`src/rtl/ctrl_dec_if.sv`:
```
// ctrl_dec_if: bundles the instruction handshake and the registered decode
// outputs of ctrl_dec.
//   in_valid/in_ready/instr : instruction handshake (producer -> decoder)
//   flush                   : drop current input, clear hazard and halt state
//   ctrl_out/rd_out/rs1_out/rs2_out : registered control word and fields
//   halted                  : registered HALT indication
//   bubble_cnt              : stall/halt bubble counter, present only when
//                             CTRL_DEC_PERF_CNT_EN is defined
// Modports: master = instruction producer / output consumer, slave = decoder.
interface ctrl_dec_if #(
  parameter int WIDTH = 8,
  parameter int IW    = 16
);
  logic             in_valid;
  logic             in_ready;
  logic [IW-1:0]    instr;
  logic             flush;
  logic [WIDTH-1:0] ctrl_out;
  logic [3:0]       rd_out;
  logic [3:0]       rs1_out;
  logic [3:0]       rs2_out;
  logic             halted;
`ifdef CTRL_DEC_PERF_CNT_EN
  logic [15:0]      bubble_cnt;

  modport master (
    output in_valid, instr, flush,
    input  in_ready, ctrl_out, rd_out, rs1_out, rs2_out, halted, bubble_cnt
  );
  modport slave (
    input  in_valid, instr, flush,
    output in_ready, ctrl_out, rd_out, rs1_out, rs2_out, halted, bubble_cnt
  );
`else
  modport master (
    output in_valid, instr, flush,
    input  in_ready, ctrl_out, rd_out, rs1_out, rs2_out, halted
  );
  modport slave (
    input  in_valid, instr, flush,
    output in_ready, ctrl_out, rd_out, rs1_out, rs2_out, halted
  );
`endif
endinterface

```
`src/rtl/ctrl_dec.sv`:
```
// ctrl_dec: decode stage feeding the 4-stage control-word delay line.
// Accepts 16-bit instructions over valid/ready and registers one WIDTH-bit
// control word per clock. Emits an all-zero bubble whenever nothing valid is
// issued (the delay line has no enable), inserts one bubble on a load-use
// hazard and halts on illegal opcodes until flushed.
// Ports:
//   clk   : clock, all state on the rising edge
//   rst_n : asynchronous active-low reset
//   bus   : ctrl_dec_if.slave (handshake, flush, registered outputs, halted)
// Optional feature: define CTRL_DEC_PERF_CNT_EN to add bus.bubble_cnt, a
// saturating 16-bit count of bubbles caused by hazard stalls or HALT.
module ctrl_dec #(
  parameter int WIDTH = 8,
  parameter int IW    = 16
) (
  input  logic     clk,
  input  logic     rst_n,
  ctrl_dec_if.slave bus
);

  localparam logic [0:0] ST_RUN  = 1'b0;
  localparam logic [0:0] ST_HALT = 1'b1;

  logic [0:0]       state_q, state_d;
  logic [WIDTH-1:0] ctrl_q, ctrl_d;
  logic [3:0]       rd_q, rd_d;
  logic [3:0]       rs1_q, rs1_d;
  logic [3:0]       rs2_q, rs2_d;
  logic             last_ld_q, last_ld_d;
  logic [3:0]       last_rd_q, last_rd_d;

  // Instruction fields
  logic [IW-1:0] instr_w;
  logic [3:0]    op, f_rd, f_rs1, f_rs2;
  assign instr_w = bus.instr;
  assign op      = instr_w[15:12];
  assign f_rd    = instr_w[11:8];
  assign f_rs1   = instr_w[7:4];
  assign f_rs2   = instr_w[3:0];

  // Opcode decode: control byte, legality and which fields are read
  logic [7:0] dec_word;
  logic       legal;
  logic       use_rs1, use_rs2, use_rd;

  always_comb begin
    dec_word = 8'h00;
    legal    = 1'b1;
    use_rs1  = 1'b0;
    use_rs2  = 1'b0;
    use_rd   = 1'b0;
    case (op)
      4'h0: ;                                                             // NOP
      4'h1: begin dec_word = 8'h01; use_rs1 = 1'b1; use_rs2 = 1'b1; end // ADD
      4'h2: begin dec_word = 8'h21; use_rs1 = 1'b1; use_rs2 = 1'b1; end // SUB
      4'h3: begin dec_word = 8'h41; use_rs1 = 1'b1; use_rs2 = 1'b1; end // AND
      4'h4: begin dec_word = 8'h61; use_rs1 = 1'b1; use_rs2 = 1'b1; end // OR
      4'h5: begin dec_word = 8'h11; use_rs1 = 1'b1; end                 // ADDI
      4'h6: begin dec_word = 8'h1B; use_rs1 = 1'b1; end                 // LD
      4'h7: begin dec_word = 8'h14; use_rs1 = 1'b1; use_rd = 1'b1; end  // ST reads rd as data
      default: legal = 1'b0;
    endcase
    // Writes to r0 are discarded
    if (f_rd == 4'd0) dec_word[0] = 1'b0;
  end

  // Load-use hazard against the previously issued load; r0 never hazards
  logic hazard;
  assign hazard = last_ld_q && (last_rd_q != 4'd0) &&
                  ((use_rs1 && (f_rs1 == last_rd_q)) ||
                   (use_rs2 && (f_rs2 == last_rd_q)) ||
                   (use_rd  && (f_rd  == last_rd_q)));

  // A flush accepts and drops the input even when a hazard is present
  assign bus.in_ready = (state_q == ST_RUN) && (bus.flush || !hazard);

  always_comb begin
    state_d   = state_q;
    ctrl_d    = '0;
    rd_d      = 4'd0;
    rs1_d     = 4'd0;
    rs2_d     = 4'd0;
    last_ld_d = 1'b0;
    last_rd_d = last_rd_q;
    if (state_q == ST_HALT) begin
      if (bus.flush) state_d = ST_RUN;
    end else if (bus.flush) begin
      // bubble, input dropped
    end else if (bus.in_valid && hazard) begin
      // stall bubble; instruction held by producer
    end else if (bus.in_valid) begin
      if (legal) begin
        ctrl_d[7:0] = dec_word;
        rd_d        = f_rd;
        rs1_d       = f_rs1;
        rs2_d       = f_rs2;
        last_ld_d   = (op == 4'h6);
        last_rd_d   = f_rd;
      end else begin
        state_d = ST_HALT;
      end
    end
  end

  always_ff @(posedge clk or negedge rst_n) begin
    if (!rst_n) begin
      state_q   <= ST_RUN;
      ctrl_q    <= '0;
      rd_q      <= 4'd0;
      rs1_q     <= 4'd0;
      rs2_q     <= 4'd0;
      last_ld_q <= 1'b0;
      last_rd_q <= 4'd0;
    end else begin
      state_q   <= state_d;
      ctrl_q    <= ctrl_d;
      rd_q      <= rd_d;
      rs1_q     <= rs1_d;
      rs2_q     <= rs2_d;
      last_ld_q <= last_ld_d;
      last_rd_q <= last_rd_d;
    end
  end

  assign bus.ctrl_out = ctrl_q;
  assign bus.rd_out   = rd_q;
  assign bus.rs1_out  = rs1_q;
  assign bus.rs2_out  = rs2_q;
  assign bus.halted   = (state_q == ST_HALT);

`ifdef CTRL_DEC_PERF_CNT_EN
  // Counts bubbles produced while halted or by a load-use stall; flush
  // does not clear it.
  logic        stall_bubble;
  logic [15:0] bubble_cnt_q, bubble_cnt_d;

  assign stall_bubble = (state_q == ST_HALT) ||
                        (!bus.flush && bus.in_valid && hazard);

  always_comb begin
    bubble_cnt_d = bubble_cnt_q;
    if (stall_bubble && (bubble_cnt_q != 16'hFFFF))
      bubble_cnt_d = bubble_cnt_q + 16'd1;
  end

  always_ff @(posedge clk or negedge rst_n) begin
    if (!rst_n) bubble_cnt_q <= 16'd0;
    else        bubble_cnt_q <= bubble_cnt_d;
  end

  assign bus.bubble_cnt = bubble_cnt_q;
`endif

endmodule

```
`src/flat_wrapper.sv`:
```
// flat-port wrapper written by rule: the top's interface ports become plain ports
module ctrl_dec_flat 
#(
  parameter int WIDTH = 8,
  parameter int IW    = 16
)
  (clk, rst_n, bus_in_valid, bus_instr, bus_flush, bus_in_ready, bus_ctrl_out, bus_rd_out, bus_rs1_out, bus_rs2_out, bus_halted);
  ctrl_dec_if #(.WIDTH(WIDTH), .IW(IW)) bus_i ();
  input  logic clk;
  input  logic rst_n;
  input wire logic [$bits(bus_i.in_valid)-1:0] bus_in_valid;
  input wire logic [$bits(bus_i.instr)-1:0] bus_instr;
  input wire logic [$bits(bus_i.flush)-1:0] bus_flush;
  output wire logic [$bits(bus_i.in_ready)-1:0] bus_in_ready;
  output wire logic [$bits(bus_i.ctrl_out)-1:0] bus_ctrl_out;
  output wire logic [$bits(bus_i.rd_out)-1:0] bus_rd_out;
  output wire logic [$bits(bus_i.rs1_out)-1:0] bus_rs1_out;
  output wire logic [$bits(bus_i.rs2_out)-1:0] bus_rs2_out;
  output wire logic [$bits(bus_i.halted)-1:0] bus_halted;
  assign bus_i.in_valid = bus_in_valid;
  assign bus_i.instr = bus_instr;
  assign bus_i.flush = bus_flush;
  assign bus_in_ready = bus_i.in_ready;
  assign bus_ctrl_out = bus_i.ctrl_out;
  assign bus_rd_out = bus_i.rd_out;
  assign bus_rs1_out = bus_i.rs1_out;
  assign bus_rs2_out = bus_i.rs2_out;
  assign bus_halted = bus_i.halted;
  ctrl_dec #(.WIDTH(WIDTH), .IW(IW)) u_core (.clk(clk), .rst_n(rst_n), .bus(bus_i));
endmodule
```
`config.mk`:
```
export PLATFORM = sky130hd
export DESIGN_NAME = ctrl_dec_flat
export DESIGN_NICKNAME = d
export VERILOG_FILES = /design/src/rtl/ctrl_dec_if.sv /design/src/rtl/ctrl_dec.sv /design/src/flat_wrapper.sv
export SDC_FILE = /design/constraint.sdc
export NUM_CORES = 1
export LEC_CHECK = 0
export ABC_CLOCK_PERIOD_IN_PS = 1650
export CAP_MARGIN = 15
export CORE_UTILIZATION = 31
export DETAILED_ROUTE_END_ITERATION = 8
export GPL_TIMING_DRIVEN = 0
export MAX_ROUTING_LAYER = met4
export SLEW_MARGIN = 15
export SYNTH_ARGS = -nofsm -noshare
export SYNTH_HDL_FRONTEND = slang
export SYNTH_SLANG_ARGS = --single-unit
```
`constraint.sdc`:
```
create_clock -name clk -period 1.65 [get_ports clk]
set_input_delay 0.33 -clock clk [delete_from_list [all_inputs] [get_ports clk]]
set_output_delay 0.33 -clock clk [all_outputs]
set_load 0.005 [all_outputs]
```
==> impl_metrics.tcl <==
set metrics [dict create \
    status "finished, violations left" \
    violations "setup timing" \
    p_per_area_mw_per_mm2 994 \
    synth_seq_cells 24 \
    die_h_um 67.1 \
    io_pins 42 \
    num_antenna_cells 0 \
    cap_violations 0 \
    grt_max_degree 25 \
    die_x_um 67.1 \
    fin_hold_ws_ns 0.0294 \
    vias_per_cell 4.83 \
    utilization_pct 49.3 \
    ys_types 34 \
    tritoncts "yes" \
    drtIter0Drc 58 \
    antenna_found_initial 0 \
    hp-class "input port to async pin" \
    cp.arrival_ns 1.94 \
    worst_slack_ns -0.621 \
    critPathBufInv 3 \
    slowest_stage "dfrtp_1" \
    synth_nets 143 \
    detailedPlace.worstSlack_ns -1.08 \
    gr-total-overflow 0 \
    fin_nets 195 \
    syn_avg_cell_area_sq_um 10.7 \
    crit_family "simple AND/OR/NAND/NOR gates" \
    drcViolationCount 0 \
    clkSinkCount 24 \
    drive_gt1_share_pct 32.8 \
    cts-htree-levels 1 \
    wl_per_cell_um 14.5 \
    cp_common_cell "buf_6" \
    slowest_delay_ns 0.38 \
    cp.required_ns 1.32 \
    layout.cells.most_common "clkdlybuf4s50_1" \
    fmax_ghz 0.440 \
    finalHoldViolCount 0 \
    cp_max_fo 4 \
    port_buffers 37 \
    rsz0062_at_grt "true" \
    seqPwrFrac_pct 35.7 \
    worst_pin_slew_ns 0.592 \
    clockPowerShare_pct 20.6 \
    power.internal_w 0.00134 \
    ys_seq_area_share_pct 45.8 \
    cts.clk_slew.worst_paths_ns 0.08 \
    slew_viol_final 0 \
    setup_viol 24 \
    cts_buffers 3 \
    synth_area_sq_mm 0.00131 \
    vdd_drop_max_mv 0.432 \
    postRouteWirelength_mm 3.24 \
    ys_warn_count 0 \
    crit_path_end_kind "primary output" \
    die_area_sq_mm 0.00450 \
    min_period_over_period_pct 138 \
    mostFrequentLayoutCells "clkdlybuf4s50_1 (31), dfrtp_1 (22), nand2_1 (15), buf_4 (12), nor2_2 (10)" \
    vias 1081 \
    dp_cells 210 \
    place_congestion 0.828 \
    grt_pass1_vias 995 \
    area_delta_synth_final_pct 51.2 \
    leakagePower_nw 0.856 \
    detailedPlacementHpwl_mm 2.08 \
    synth_cells 123 \
    fin_skew_ns 0.00115 \
    p_comb_share_pct 43.7 \
    detail-route-antenna-nets 0 \
    cts.path.max_buffers 2 \
    period_needed_ns 2.27 \
    track_usage_pct 15.3 \
    ctsHoldBuffers 0 \
    p_sw_share_pct 32.0 \
    worst_setup_path_start_kind "register" \
    relSlewSlack_pct 60.2 \
    critPathKind "register to primary output" \
    fin_cells 224 \
    clock_latency_ns 0.27 \
    core_area_sq_mm 0.00403 \
    grt_pass1_wl_mm 4.84 \
    start_util_pct 32.6 \
    cts-root-buf "clkbuf_8" \
    cp_cell_sequence "buf_6, xnor2_4, nand4_1, or3_4, a31oi_4, buf_6, a21oi_2, buf_2" \
    row_count 23 \
    dr.pass1.iters 4 \
    power.switching_w 0.000631 \
    fillCellCount 367 \
]
## kinds of logic (layout without fill, tap and decap cells)
logic type	count (synthesis)	after routing	synth area share, %
buf+inv	14	65	8.39
compound gates	14	14	9.25
flops	24	24	45.8
simple gates	53	53	24.6
xor+xnor	13	13	8.67
other cells	1	1	0.286
mux	4	4	3.05
## layout make-up
cell class	instances	area [sq um]	share of cell area, %
multi-input combinational	85	698	35.2
buffer	10	80.1	4.04
clock buffer	4	55.1	2.77
timing repair buffer	50	482	24.3
sequential	24	603	30.4
inverter	1	3.75	0.189
tap	50	62.6	3.15
## what timing repair did
item,4_1_cts,5_1_grt
setup buffers,10,2
endpoints found under the hold margin,0,0
resized for setup,12,13
endpoints found under the setup margin,24,25
gates cloned,0,1
pin swaps,9,1
## flip-flops by register name, indices dropped and copies added (netlist names)
name and flops:
u_core.bus.ctrl_out 6, u_core.bus.rd_out 4, u_core.bus.rs1_out 4, u_core.bus.rs2_out 4, u_core.last_rd_q 4, u_core.bus.halted 1
u_core.last_ld_q 1
## Yosys cell counts
master    instances  area share [%]
clkbuf_1          1            0.29
a21oi_2           1            0.67
a21oi_1           2            0.76
dfrtp_1          24              46
nand3_1           1            0.38
o41ai_2           1             1.2
nor4_1            4             1.9
nor4_2            2             1.9
nand4_1           1            0.48
nor3_4            1             1.2
buf_4             2             1.1
o21ai_0           1            0.38
conb_1            1            0.29
nor4b_4           1             1.8
nor2_1            7             2.0
nand3_2           1            0.76
buf_6             6             5.1
xor2_1            8             5.3
nand2b_1          1            0.48
mux2i_1           4             3.1
or4b_1            1            0.76
a21boi_0          4             2.3
nor3_1            4             1.5
or3_4             1            0.86
a22oi_1           4             2.3
nor2_2           10             4.8
xnor2_1           5             3.3
nand4b_1          1            0.67
and2_1            1            0.48
buf_2             3             1.1
a31oi_4           1             1.6
inv_1             1            0.29
clkbuf_2          1            0.38
nand2_1          16             4.6
## routing by layer
layer  global-route usage, %  vias to the layer above  wire length, um
met5                       -                        -                0
met4                    9.84                        0              127
met3                    2.40                       10              190
met2                    23.1                       54             1570
met1                    18.9                      508             1360
li1                        -                      509                -
## final timing paths
check / start / end / slack (ns) / cells past startpoint
worst max-delay path: u_core.last_rd_q[3]$_DFFE_PN0P_ / bus_in_ready / -0.62 / 8
worst min-delay path: rst_n / u_core.bus.rs1_out[3]$_DFF_PN0_ / 0.03 / 1
worst max register to register: u_core.last_rd_q[3]$_DFFE_PN0P_ / u_core.bus.ctrl_out[5]$_DFF_PN0_ / -0.28 / 9
worst min register to register: u_core.bus.halted$_DFF_PN0_ / u_core.bus.halted$_DFF_PN0_ / 0.59 / 2
max in group asynchronous: rst_n / u_core.last_rd_q[1]$_DFFE_PN0P_ / 1.24 / 1
min in group clk: bus_instr[12] / u_core.bus.ctrl_out[5]$_DFF_PN0_ / 0.40 / 2
## power by group through the flow
stage / logic (W) / registers, W / clock network [W]
after floorplan: 0.000467 / 0.000688 / 0
after global placement: 0.000627 / 0.000687 / 0
after detailed placement: 0.000633 / 0.000688 / 0
after CTS: 0.000795 / 0.000677 / 0.000416
after global routing: 0.000929 / 0.000711 / 0.000440
final: 0.000863 / 0.000704 / 0.000406
## stage by stage
step                setup TNS, ns  cell area [sq um]  power, W
global placement           -10.76               1750   0.00131
CTS                         -3.09               1880   0.00189
floorplan                  -0.155               1310   0.00115
global route                -6.29               1980   0.00208
detailed placement         -12.87               1750   0.00132
finish                      -5.33               1980   0.00197
No activity file was read; power rests on OpenSTA's default activity.
